File: src/rtl/hc08_chip_tester_if.sv
// rtl/hc08_chip_tester_if.sv - control, status and chip-pin bundle for the 74HC08 tester
interface hc08_chip_tester_if;
   logic       start;
   logic [3:0] dut_a;
   logic [3:0] dut_b;
   logic [3:0] dut_y;
   logic       busy;
   logic       done;
   logic       pass;
   logic [3:0] fail_gate;

   modport master (
      input  start, dut_y,
      output dut_a, dut_b, busy, done, pass, fail_gate
   );

   modport slave (
      output start, dut_y,
      input  dut_a, dut_b, busy, done, pass, fail_gate
   );
endinterface

File: src/rtl/hc08_chip_tester.sv
// rtl/hc08_chip_tester.sv - exhaustive 4-vector tester for a quad 2-input AND chip
// Optional HC08_LOOP_EN: auto-restart a run LOOP_GAP cycles after completion.
module hc08_chip_tester #(
   parameter int SETTLE_CYCLES = 12,
   parameter int LOOP_GAP      = 12000000
) (
   input  logic                 clk,
   input  logic                 rst_n,
   hc08_chip_tester_if.master   bus
);
   localparam int SW = $clog2(SETTLE_CYCLES);

   typedef enum logic [2:0] {IDLE, DRIVE, SETTLE, SAMPLE, DONE} state_t;

   state_t         state, state_nxt;
   logic [1:0]     vec;
   logic [SW-1:0]  settle_cnt;
   logic [3:0]     y_s1, y_s2;
   logic [3:0]     err;
   logic           run_start;
   logic           gap_expired;

`ifdef HC08_LOOP_EN
   localparam int GW = $clog2(LOOP_GAP + 1);
   logic [GW-1:0] gap_cnt;

   assign gap_expired = (state == DONE) && (gap_cnt == GW'(LOOP_GAP - 1));

   always_ff @(posedge clk or negedge rst_n) begin
      if (!rst_n) begin
         gap_cnt <= '0;
      end else if (state != DONE) begin
         gap_cnt <= '0;
      end else if (!gap_expired) begin
         gap_cnt <= gap_cnt + 1'b1;
      end
   end
`else
   assign gap_expired = 1'b0;
`endif

   // The chip output is asynchronous to clk; settle time hides the 2-cycle latency.
   always_ff @(posedge clk or negedge rst_n) begin
      if (!rst_n) begin
         y_s1 <= '0;
         y_s2 <= '0;
      end else begin
         y_s1 <= bus.dut_y;
         y_s2 <= y_s1;
      end
   end

   assign err = y_s2 ^ (bus.dut_a & bus.dut_b);

   always_ff @(posedge clk or negedge rst_n) begin
      if (!rst_n) begin
         state <= IDLE;
      end else begin
         state <= state_nxt;
      end
   end

   always_comb begin
      state_nxt = state;
      run_start = 1'b0;
      case (state)
         IDLE: begin
            if (bus.start) begin
               state_nxt = DRIVE;
               run_start = 1'b1;
            end
         end
         DRIVE:  state_nxt = SETTLE;
         SETTLE: if (settle_cnt == '0) state_nxt = SAMPLE;
         SAMPLE: state_nxt = (vec == 2'd3) ? DONE : DRIVE;
         DONE: begin
            if (bus.start || gap_expired) begin
               state_nxt = DRIVE;
               run_start = 1'b1;
            end
         end
         default: state_nxt = IDLE;
      endcase
   end

   always_ff @(posedge clk or negedge rst_n) begin
      if (!rst_n) begin
         vec           <= '0;
         settle_cnt    <= '0;
         bus.dut_a     <= '0;
         bus.dut_b     <= '0;
         bus.busy      <= 1'b0;
         bus.done      <= 1'b0;
         bus.pass      <= 1'b0;
         bus.fail_gate <= '0;
      end else begin
         if (run_start) begin
            vec           <= '0;
            bus.busy      <= 1'b1;
            bus.done      <= 1'b0;
            bus.pass      <= 1'b0;
            bus.fail_gate <= '0;
         end
         case (state)
            DRIVE: begin
               bus.dut_a  <= {4{vec[1]}};
               bus.dut_b  <= {4{vec[0]}};
               settle_cnt <= SW'(SETTLE_CYCLES - 1);
            end
            SETTLE: begin
               if (settle_cnt != '0) settle_cnt <= settle_cnt - 1'b1;
            end
            SAMPLE: begin
               bus.fail_gate <= bus.fail_gate | err;
               if (vec == 2'd3) begin
                  // pass must be valid on the same cycle done rises, so fold in this vector's errors
                  bus.busy  <= 1'b0;
                  bus.done  <= 1'b1;
                  bus.pass  <= ((bus.fail_gate | err) == 4'b0);
                  bus.dut_a <= '0;
                  bus.dut_b <= '0;
               end else begin
                  vec <= vec + 1'b1;
               end
            end
            default: ;
         endcase
      end
   end
endmodule

File: src/flat_wrapper.sv
// flat-port wrapper written by rule: the top's interface ports become plain ports
module hc08_chip_tester_flat 
#(
   parameter int SETTLE_CYCLES = 12,
   parameter int LOOP_GAP      = 12000000
)
  (clk, rst_n, bus_start, bus_dut_y, bus_dut_a, bus_dut_b, bus_busy, bus_done, bus_pass, bus_fail_gate);
  hc08_chip_tester_if bus_i ();
  input  logic clk;
  input  logic rst_n;
  input wire logic [$bits(bus_i.start)-1:0] bus_start;
  input wire logic [$bits(bus_i.dut_y)-1:0] bus_dut_y;
  output wire logic [$bits(bus_i.dut_a)-1:0] bus_dut_a;
  output wire logic [$bits(bus_i.dut_b)-1:0] bus_dut_b;
  output wire logic [$bits(bus_i.busy)-1:0] bus_busy;
  output wire logic [$bits(bus_i.done)-1:0] bus_done;
  output wire logic [$bits(bus_i.pass)-1:0] bus_pass;
  output wire logic [$bits(bus_i.fail_gate)-1:0] bus_fail_gate;
  assign bus_i.start = bus_start;
  assign bus_i.dut_y = bus_dut_y;
  assign bus_dut_a = bus_i.dut_a;
  assign bus_dut_b = bus_i.dut_b;
  assign bus_busy = bus_i.busy;
  assign bus_done = bus_i.done;
  assign bus_pass = bus_i.pass;
  assign bus_fail_gate = bus_i.fail_gate;
  hc08_chip_tester #(.SETTLE_CYCLES(SETTLE_CYCLES), .LOOP_GAP(LOOP_GAP)) u_core (.clk(clk), .rst_n(rst_n), .bus(bus_i));
endmodule
File: config.mk
export PLATFORM = sky130hd
export DESIGN_NAME = hc08_chip_tester_flat
export DESIGN_NICKNAME = d
export VERILOG_FILES = /design/src/rtl/hc08_chip_tester_if.sv /design/src/rtl/hc08_chip_tester.sv /design/src/flat_wrapper.sv
export SDC_FILE = /design/constraint.sdc
export NUM_CORES = 1
export LEC_CHECK = 0
export BUFFER_PORTS_ARGS = -buffer_cell sky130_fd_sc_hd__buf_2
export CAP_MARGIN = 20
export CORE_ASPECT_RATIO = 0.9
export CORE_UTILIZATION = 25
export CTS_BUF_LIST = sky130_fd_sc_hd__clkbuf_8
export DETAILED_ROUTE_END_ITERATION = 10
export PLACE_DENSITY_LB_ADDON = 0.2
export SYNTH_ARGS = -nofsm -noshare
export SYNTH_HDL_FRONTEND = slang
export SYNTH_SLANG_ARGS = --single-unit
File: constraint.sdc
create_clock -name clk -period 1.8 [get_ports clk]
set_input_delay 0.18 -clock clk [delete_from_list [all_inputs] [get_ports clk]]
set_output_delay 0.18 -clock clk [all_outputs]
set_load 0.02 [all_outputs]
==> flow_metrics.tcl, run 1 <==
set metrics [dict create \
    die_w_um 74.9 \
    grt_pass1_vias 766 \
    syn_inst 107 \
    dp_hpwl_um 1550 \
    skew_ns 0.00577 \
    clkPwrFrac 0.200 \
    ys.flop_type "dfrtp_1" \
    cts_resized 0 \
    yosys.area.top_type "dfrtp_1" \
    numPlacedInstances 183 \
    period_share 0.878 \
    timing.fmax_ghz 0.633 \
    swShare 0.395 \
    worstSetupPathType "flip-flop to flip-flop" \
    syn_to_final_growth_pct 22.0 \
    p_total_uw 2440 \
    synth-seq-cells 26 \
    internal-power_uw 1480 \
    crit_arrival_ns 1.75 \
    grtUsageMet3 0.0134 \
    numCtsBuffers 3 \
    cp_max_fo 4 \
    drive_gt1_frac 0.269 \
    slew_violations 0 \
    synth_top_cell_area_share 0.544 \
    clkLatencyLatePin_ns 0.27 \
    antenna_cells 0 \
    drv_cap 0 \
    met1_usage 0.131 \
    min_path_type "primary input to flip-flop" \
    combinationalPowerShare 0.404 \
    floorplan.initialDensity 0.265 \
    cts_tree "built" \
    routed_wl_um 2270 \
    period_minus_slack_ns 1.58 \
    yosys-top-cells-area "dfrtp_1 (54%), buf_4 (3.8%), nand2_1 (3.8%)" \
    grt_pass1_wl_um 3680 \
    p_seq_frac 0.396 \
    yosysWarnings 0 \
    max_slew_margin 0.606 \
    drt-wirelength-per-cell_um 11.8 \
    drt-pass1-iter-count 4 \
    gp_congestion 0.752 \
    r2r_setup_slack_ns 0.22 \
    endpoint_kind "flip-flop" \
    drtIter0Drc 33 \
    overflow 0 \
    htree_levels 1 \
    syn-mean-instance-area_um2 11.2 \
    clkTransAtPathRegs_ns 0.10 \
    setup-violations-final 0 \
    drc 0 \
    switching_power_uw 964 \
    cp-start-kind "flip-flop" \
    gr-usage-all-layers 0.0993 \
    vias_per_cell 4.43 \
    syn_nets 116 \
    grt_max_degree 27 \
    ir_worst_vdd_uv 500 \
    cts_root_buf "clkbuf_8" \
    met2_usage 0.152 \
    grt-busiest-layer "met2" \
    yosysSeqAreaShare 0.544 \
    p_leak_uw 0.000695 \
    nets 140 \
    place_area_um2 1340 \
    required_ns 1.97 \
    rsz0062_at_grt "false" \
    synthArstFlopShare 1.00 \
    final_area_um2 1460 \
    finalNonFillerCells 192 \
    hold_buffers 3 \
    hold_viol 0 \
    synth.distinct_cells 36 \
    status "completed" \
    netlist_area_um2 1200 \
    antenna_found_initial 0 \
    worst_pin_slew_ns 0.591 \
    core.rowCount 23 \
    synth_edf_count 0 \
    dieArea_um2 5070 \
    power_density_nw_per_um2 1670 \
    cts_sinks 26 \
    cts_buffer_depth 2 \
    coreArea_um2 4520 \
    portBuffers 21 \
    post_cts_buffers 0 \
    dieHeight_um 67.6 \
    setup_tns_ns 0 \
    vias 851 \
    ant_nets 0 \
    io_pins 22 \
]
==> layout by cell type, fill, tap and decap left out, drive strengths merged, types with 2 or more instances in the layout <==
cell type / count
buf: 24
dfrtp: 26
nor3: 3
inv: 6
a22o: 2
clkbuf: 3
nor2: 4
xor2: 3
nand2b: 3
mux2i: 3
dlygate4sd3: 5
nand2: 12
a21oi: 3
or3b: 2
ha: 2
a21boi: 2
o21ai: 7
nor3b: 2
==> logic make-up (layout without fill, tap and decap cells) <==
family / after synthesis / after routing / synth area share
DFF: 26 / 26 / 0.544
AOI/OAI and AO/OA: 22 / 22 / 0.134
xor gates and xnor gates: 4 / 4 / 0.0293
buffers and inverters: 16 / 39 / 0.0722
muxes: 3 / 3 / 0.0251
adders and majority gates: 2 / 2 / 0.0209
and+or+nand+nor: 34 / 34 / 0.175
==> flip-flops by register name (all words and copies together) (netlist names), 2 cells and up <==
| signal | count |
|---|---|
| u_core.bus.fail_gate | 4 |
| u_core.vec | 2 |
| u_core.settle_cnt | 4 |
| u_core.state | 3 |
| u_core.y_s2 | 4 |
| u_core.y_s1 | 4 |
==> per-layer routing <==
layer | share of wire | vias to the layer above
met5 | 0 | -
met4 | 0.025 | 0
met3 | 0.034 | 5
met2 | 0.45 | 23
met1 | 0.49 | 403
li1 | - | 420
==> critical path, cell delays in order (launching register included) <==
cell,delay [ns]
dfrtp_1,0.42
inv_1,0.07
ha_1,0.19
or3b_1,0.38
a221o_1,0.31
o31a_1,0.11
==> path summary, 6_finish.rpt <==
path	start	end	cells after the start
worst max-delay path	u_core.settle_cnt[0]	u_core.settle_cnt[1]	5
worst min-delay path	bus_start	u_core.state[2]	2
worst max register to register	u_core.settle_cnt[0]	u_core.settle_cnt[1]	5
worst min register to register	u_core.y_s1[3]	u_core.y_s2[3]	0
max in group asynchronous	rst_n	u_core.y_s1[2]	2
min in group asynchronous	rst_n	u_core.settle_cnt[0]	2
==> metrics by stage <==
stage                     hold slack, ns  setup WS, ns  utilization
after global routing               0.116         0.152        0.323
after global placement             0.216         0.290        0.296
final                              0.107         0.219        0.323
after detailed placement           0.228         0.237        0.296
after CTS                       0.000902         0.224        0.318
after floorplan                   -0.116         0.327            -
==> synthesized netlist by cell type, types with 2 or more instances <==
library cell / n
nor3b_2: 2
buf_2: 3
inv_1: 6
a21oi_1: 3
nand2_1: 12
nor2_1: 4
xor2_1: 3
buf_4: 6
nor3_1: 3
or3b_1: 2
dfrtp_1: 26
a22o_1: 2
mux2i_1: 3
ha_1: 2
nand2b_1: 3
o21ai_0: 7
==> power by group through the flow <==
stage	sequential [uW]	clock, uW	combinational [uW]
2_1_floorplan	1010	0	734
3_3_place_gp	967	0	981
3_5_place_dp	982	0	982
4_1_cts	968	507	991
5_1_grt	993	529	1100
6_report	966	489	986
==> final cells by class <==
| cell class | count | area, um2 |
|---|---|---|
| clock buffers | 3 | 41.3 |
| clock inverters | 1 | 30.0 |
| fillers | 474 | 3060 |
| inverters | 6 | 22.5 |
| multi-input cells | 65 | 459 |
| flip-flops and latches | 26 | 651 |
| well taps | 62 | 77.6 |
| repair buffers | 29 | 178 |
Note: power is estimated with default switching activity, not from simulation.
==> run 2: changes to the inputs <==
--- a/config.mk
+++ b/config.mk
@@ -5,6 +5,7 @@
 export SDC_FILE = /design/constraint.sdc
 export NUM_CORES = 1
 export LEC_CHECK = 0
+export ABC_AREA = 1
 export BUFFER_PORTS_ARGS = -buffer_cell sky130_fd_sc_hd__buf_2
 export CAP_MARGIN = 20
 export CORE_ASPECT_RATIO = 0.9
==> constraint.sdc (replaced) <==
create_clock -name clk -period 1.8 [get_ports clk]
set_input_delay 0.27 -clock clk [delete_from_list [all_inputs] [get_ports clk]]
set_output_delay 0.27 -clock clk [all_outputs]
set_load 0.02 [all_outputs]
==> run 2 against run 1 <==
  * The run now ends with hold timing left
  * Die area down 1.8%
  * Critical path depth is 2 higher
  * Area after synthesis shrank 1.9%
  * Critical endpoint is now u_core.settle_cnt[2]
  * Synthesized cell count up 24%
  * Largest cell class unchanged
  * Flip-flop and latch count did not move
==> flow_metrics.tcl, run 2 <==
set metrics [dict create \
    status "finished with violations" \
    failed_checks "hold timing" \
    synth.distinct_cells 18 \
    drv_cap 0 \
    clkTransAtPathRegs_ns 0.09 \
    yosys.area.top_type "dfrtp_1" \
    drc 0 \
    cp-startpoint "u_core.settle_cnt[0]" \
    die_w_um 74.2 \
    netlist_area_um2 1170 \
    synth-seq-cells 26 \
    utilization 0.301 \
    cp_max_fo 6 \
    ys.flop_type "dfrtp_1" \
    drt-wirelength-per-cell_um 10.3 \
    yosysWarnings 0 \
    vias_per_cell 4.17 \
    io_pins 22 \
    power_density_nw_per_um2 1650 \
    final_common_cell "nand2_1" \
    routed_wl_um 2190 \
    hold_viol 13 \
    overflow 0 \
    coreArea_um2 4490 \
    yosys-top-cells-area "dfrtp_1 (55%), nand2_1 (9.9%), nand3_1 (7.7%)" \
    place_area_um2 1310 \
    post_cts_buffers 0 \
    synthArstFlopShare 1.00 \
    ant_nets 0 \
    core.rowCount 23 \
    synthMostInstantiatedCell "nand2_1" \
    min_path_type "primary input to asynchronous set/reset pin" \
    numCtsBuffers 3 \
    worst_pin_slew_ns 0.582 \
    synth_top_cell_area_share 0.554 \
    worstSetupPathType "flip-flop to flip-flop" \
    yosys-top-cells-count "nand2_1 (31), dfrtp_1 (26), inv_1 (19)" \
    cts_buffer_depth 2 \
    dp_hpwl_um 1630 \
    htree_levels 1 \
    ir_worst_vdd_uv 378 \
    floorplan.initialDensity 0.261 \
    internal-power_uw 1240 \
    syn_nets 142 \
    gp_congestion 0.719 \
    nets 162 \
    drive_gt1_frac 0.232 \
    clkLatencyLatePin_ns 0.27 \
    endpoint_kind "flip-flop" \
    max_slew_margin 0.612 \
    switching_power_uw 994 \
    dieArea_um2 4970 \
    rsz0062_at_grt "false" \
    period_minus_slack_ns 1.35 \
    fin_hold_ws_ns -0.00557 \
    fillers 515 \
    gr-usage-all-layers 0.0995 \
    cts_resized 0 \
    drtIter0Drc 93 \
    cts_tree "built" \
    p_seq_frac 0.418 \
    final_cell_mix "nand2_1 (31), dfrtp_1 (26), buf_2 (21), inv_1 (19), nand3_1 (18)" \
    antenna_cells 0 \
    setup-violations-final 0 \
    skew_ns 0.0126 \
    clkPwrFrac 0.143 \
    syn_inst 133 \
    r2r-start "u_core.settle_cnt[0]" \
    p_leak_uw 0.000725 \
    setup_tns_ns 0 \
    synth_edf_count 0 \
    syn-mean-instance-area_um2 8.82 \
    cts_sinks 26 \
    cts_root_buf "clkbuf_8" \
    swShare 0.445 \
    cp-start-kind "flip-flop" \
    timing.fmax_ghz 0.743 \
    p_total_uw 2230 \
    crit_arrival_ns 1.50 \
    antenna_found_initial 0 \
    drt-pass1-iter-count 4 \
    dieHeight_um 67 \
    portBuffers 21 \
    final_area_um2 1350 \
    grt_pass1_wl_um 3660 \
    required_ns 1.95 \
    grt_pass1_vias 830 \
    syn_to_final_growth_pct 15.2 \
    slew_violations 0 \
    grt_max_degree 27 \
    period_share 0.747 \
    vias 889 \
    yosysSeqAreaShare 0.554 \
    combinationalPowerShare 0.438 \
    hold_buffers 0 \
]
==> run 2: kinds of logic after synthesis <==
family / count (synthesis) / share of synthesized area
simple gates: 63 / 0.254
buf+inv: 29 / 0.112
flops: 26 / 0.554
compound gates: 13 / 0.0586
fa+ha+maj: 2 / 0.0213
==> run 2: area by class of cell <==
type	count	area, um2	share of cell area
Multi-Input combinational cell	78	392	0.290
Inverter	23	86.3	0.0638
Timing Repair Buffer	21	105	0.0777
Tap cell	62	77.6	0.0574
Clock buffer	3	41.3	0.0305
Sequential cell	26	651	0.481
==> run 2: critical path: stages (launching register included) <==
cell	delay, ns
dfrtp_1	0.39
inv_1	0.10
ha_1	0.17
nand2_1	0.08
o21ai_2	0.25
nand2_2	0.12
nand2_1	0.08
nand2_1	0.05
==> run 2: routing by layer <==
layer,vias to the layer above,track usage,share of wire
met5,-,0,0
met4,0,0.0425,0.015
met3,2,0.0318,0.040
met2,22,0.159,0.46
met1,411,0.122,0.48
li1,454,-,-
==> run 2: path summary, 6_finish.rpt <==
check	slack, ns	cells past startpoint	endpoint
hold reg to reg	0.35	0	u_core.y_s2[3]
max in group asynchronous	1.41	1	u_core.settle_cnt[0]
setup reg to reg	0.45	7	u_core.settle_cnt[2]
setup / recovery	0.45	7	u_core.settle_cnt[2]
hold / removal	-0.006	1	u_core.vec[0]
min in group clk	0.11	1	u_core.y_s1[1]
==> run 2: stage by stage <==
step	instances	hold WS, ns	setup slack, ns
floorplan	133	-0.0256	0.611
CTS	213	0.0125	0.438
detailed placement	210	0.311	0.449
global route	213	0.0379	0.315
global placement	210	0.305	0.460
finish	213	-0.00557	0.455
==> run 2: power by group through the flow <==
| stage | sequential (uW) | combinational [uW] | clock [uW] |
|---|---|---|---|
| 3_3_place_gp | 938 | 981 | 0 |
| 6_report | 934 | 978 | 320 |
| 4_1_cts | 932 | 994 | 332 |
| 3_5_place_dp | 944 | 989 | 0 |
| 2_1_floorplan | 996 | 719 | 0 |
| 5_1_grt | 960 | 1120 | 353 |
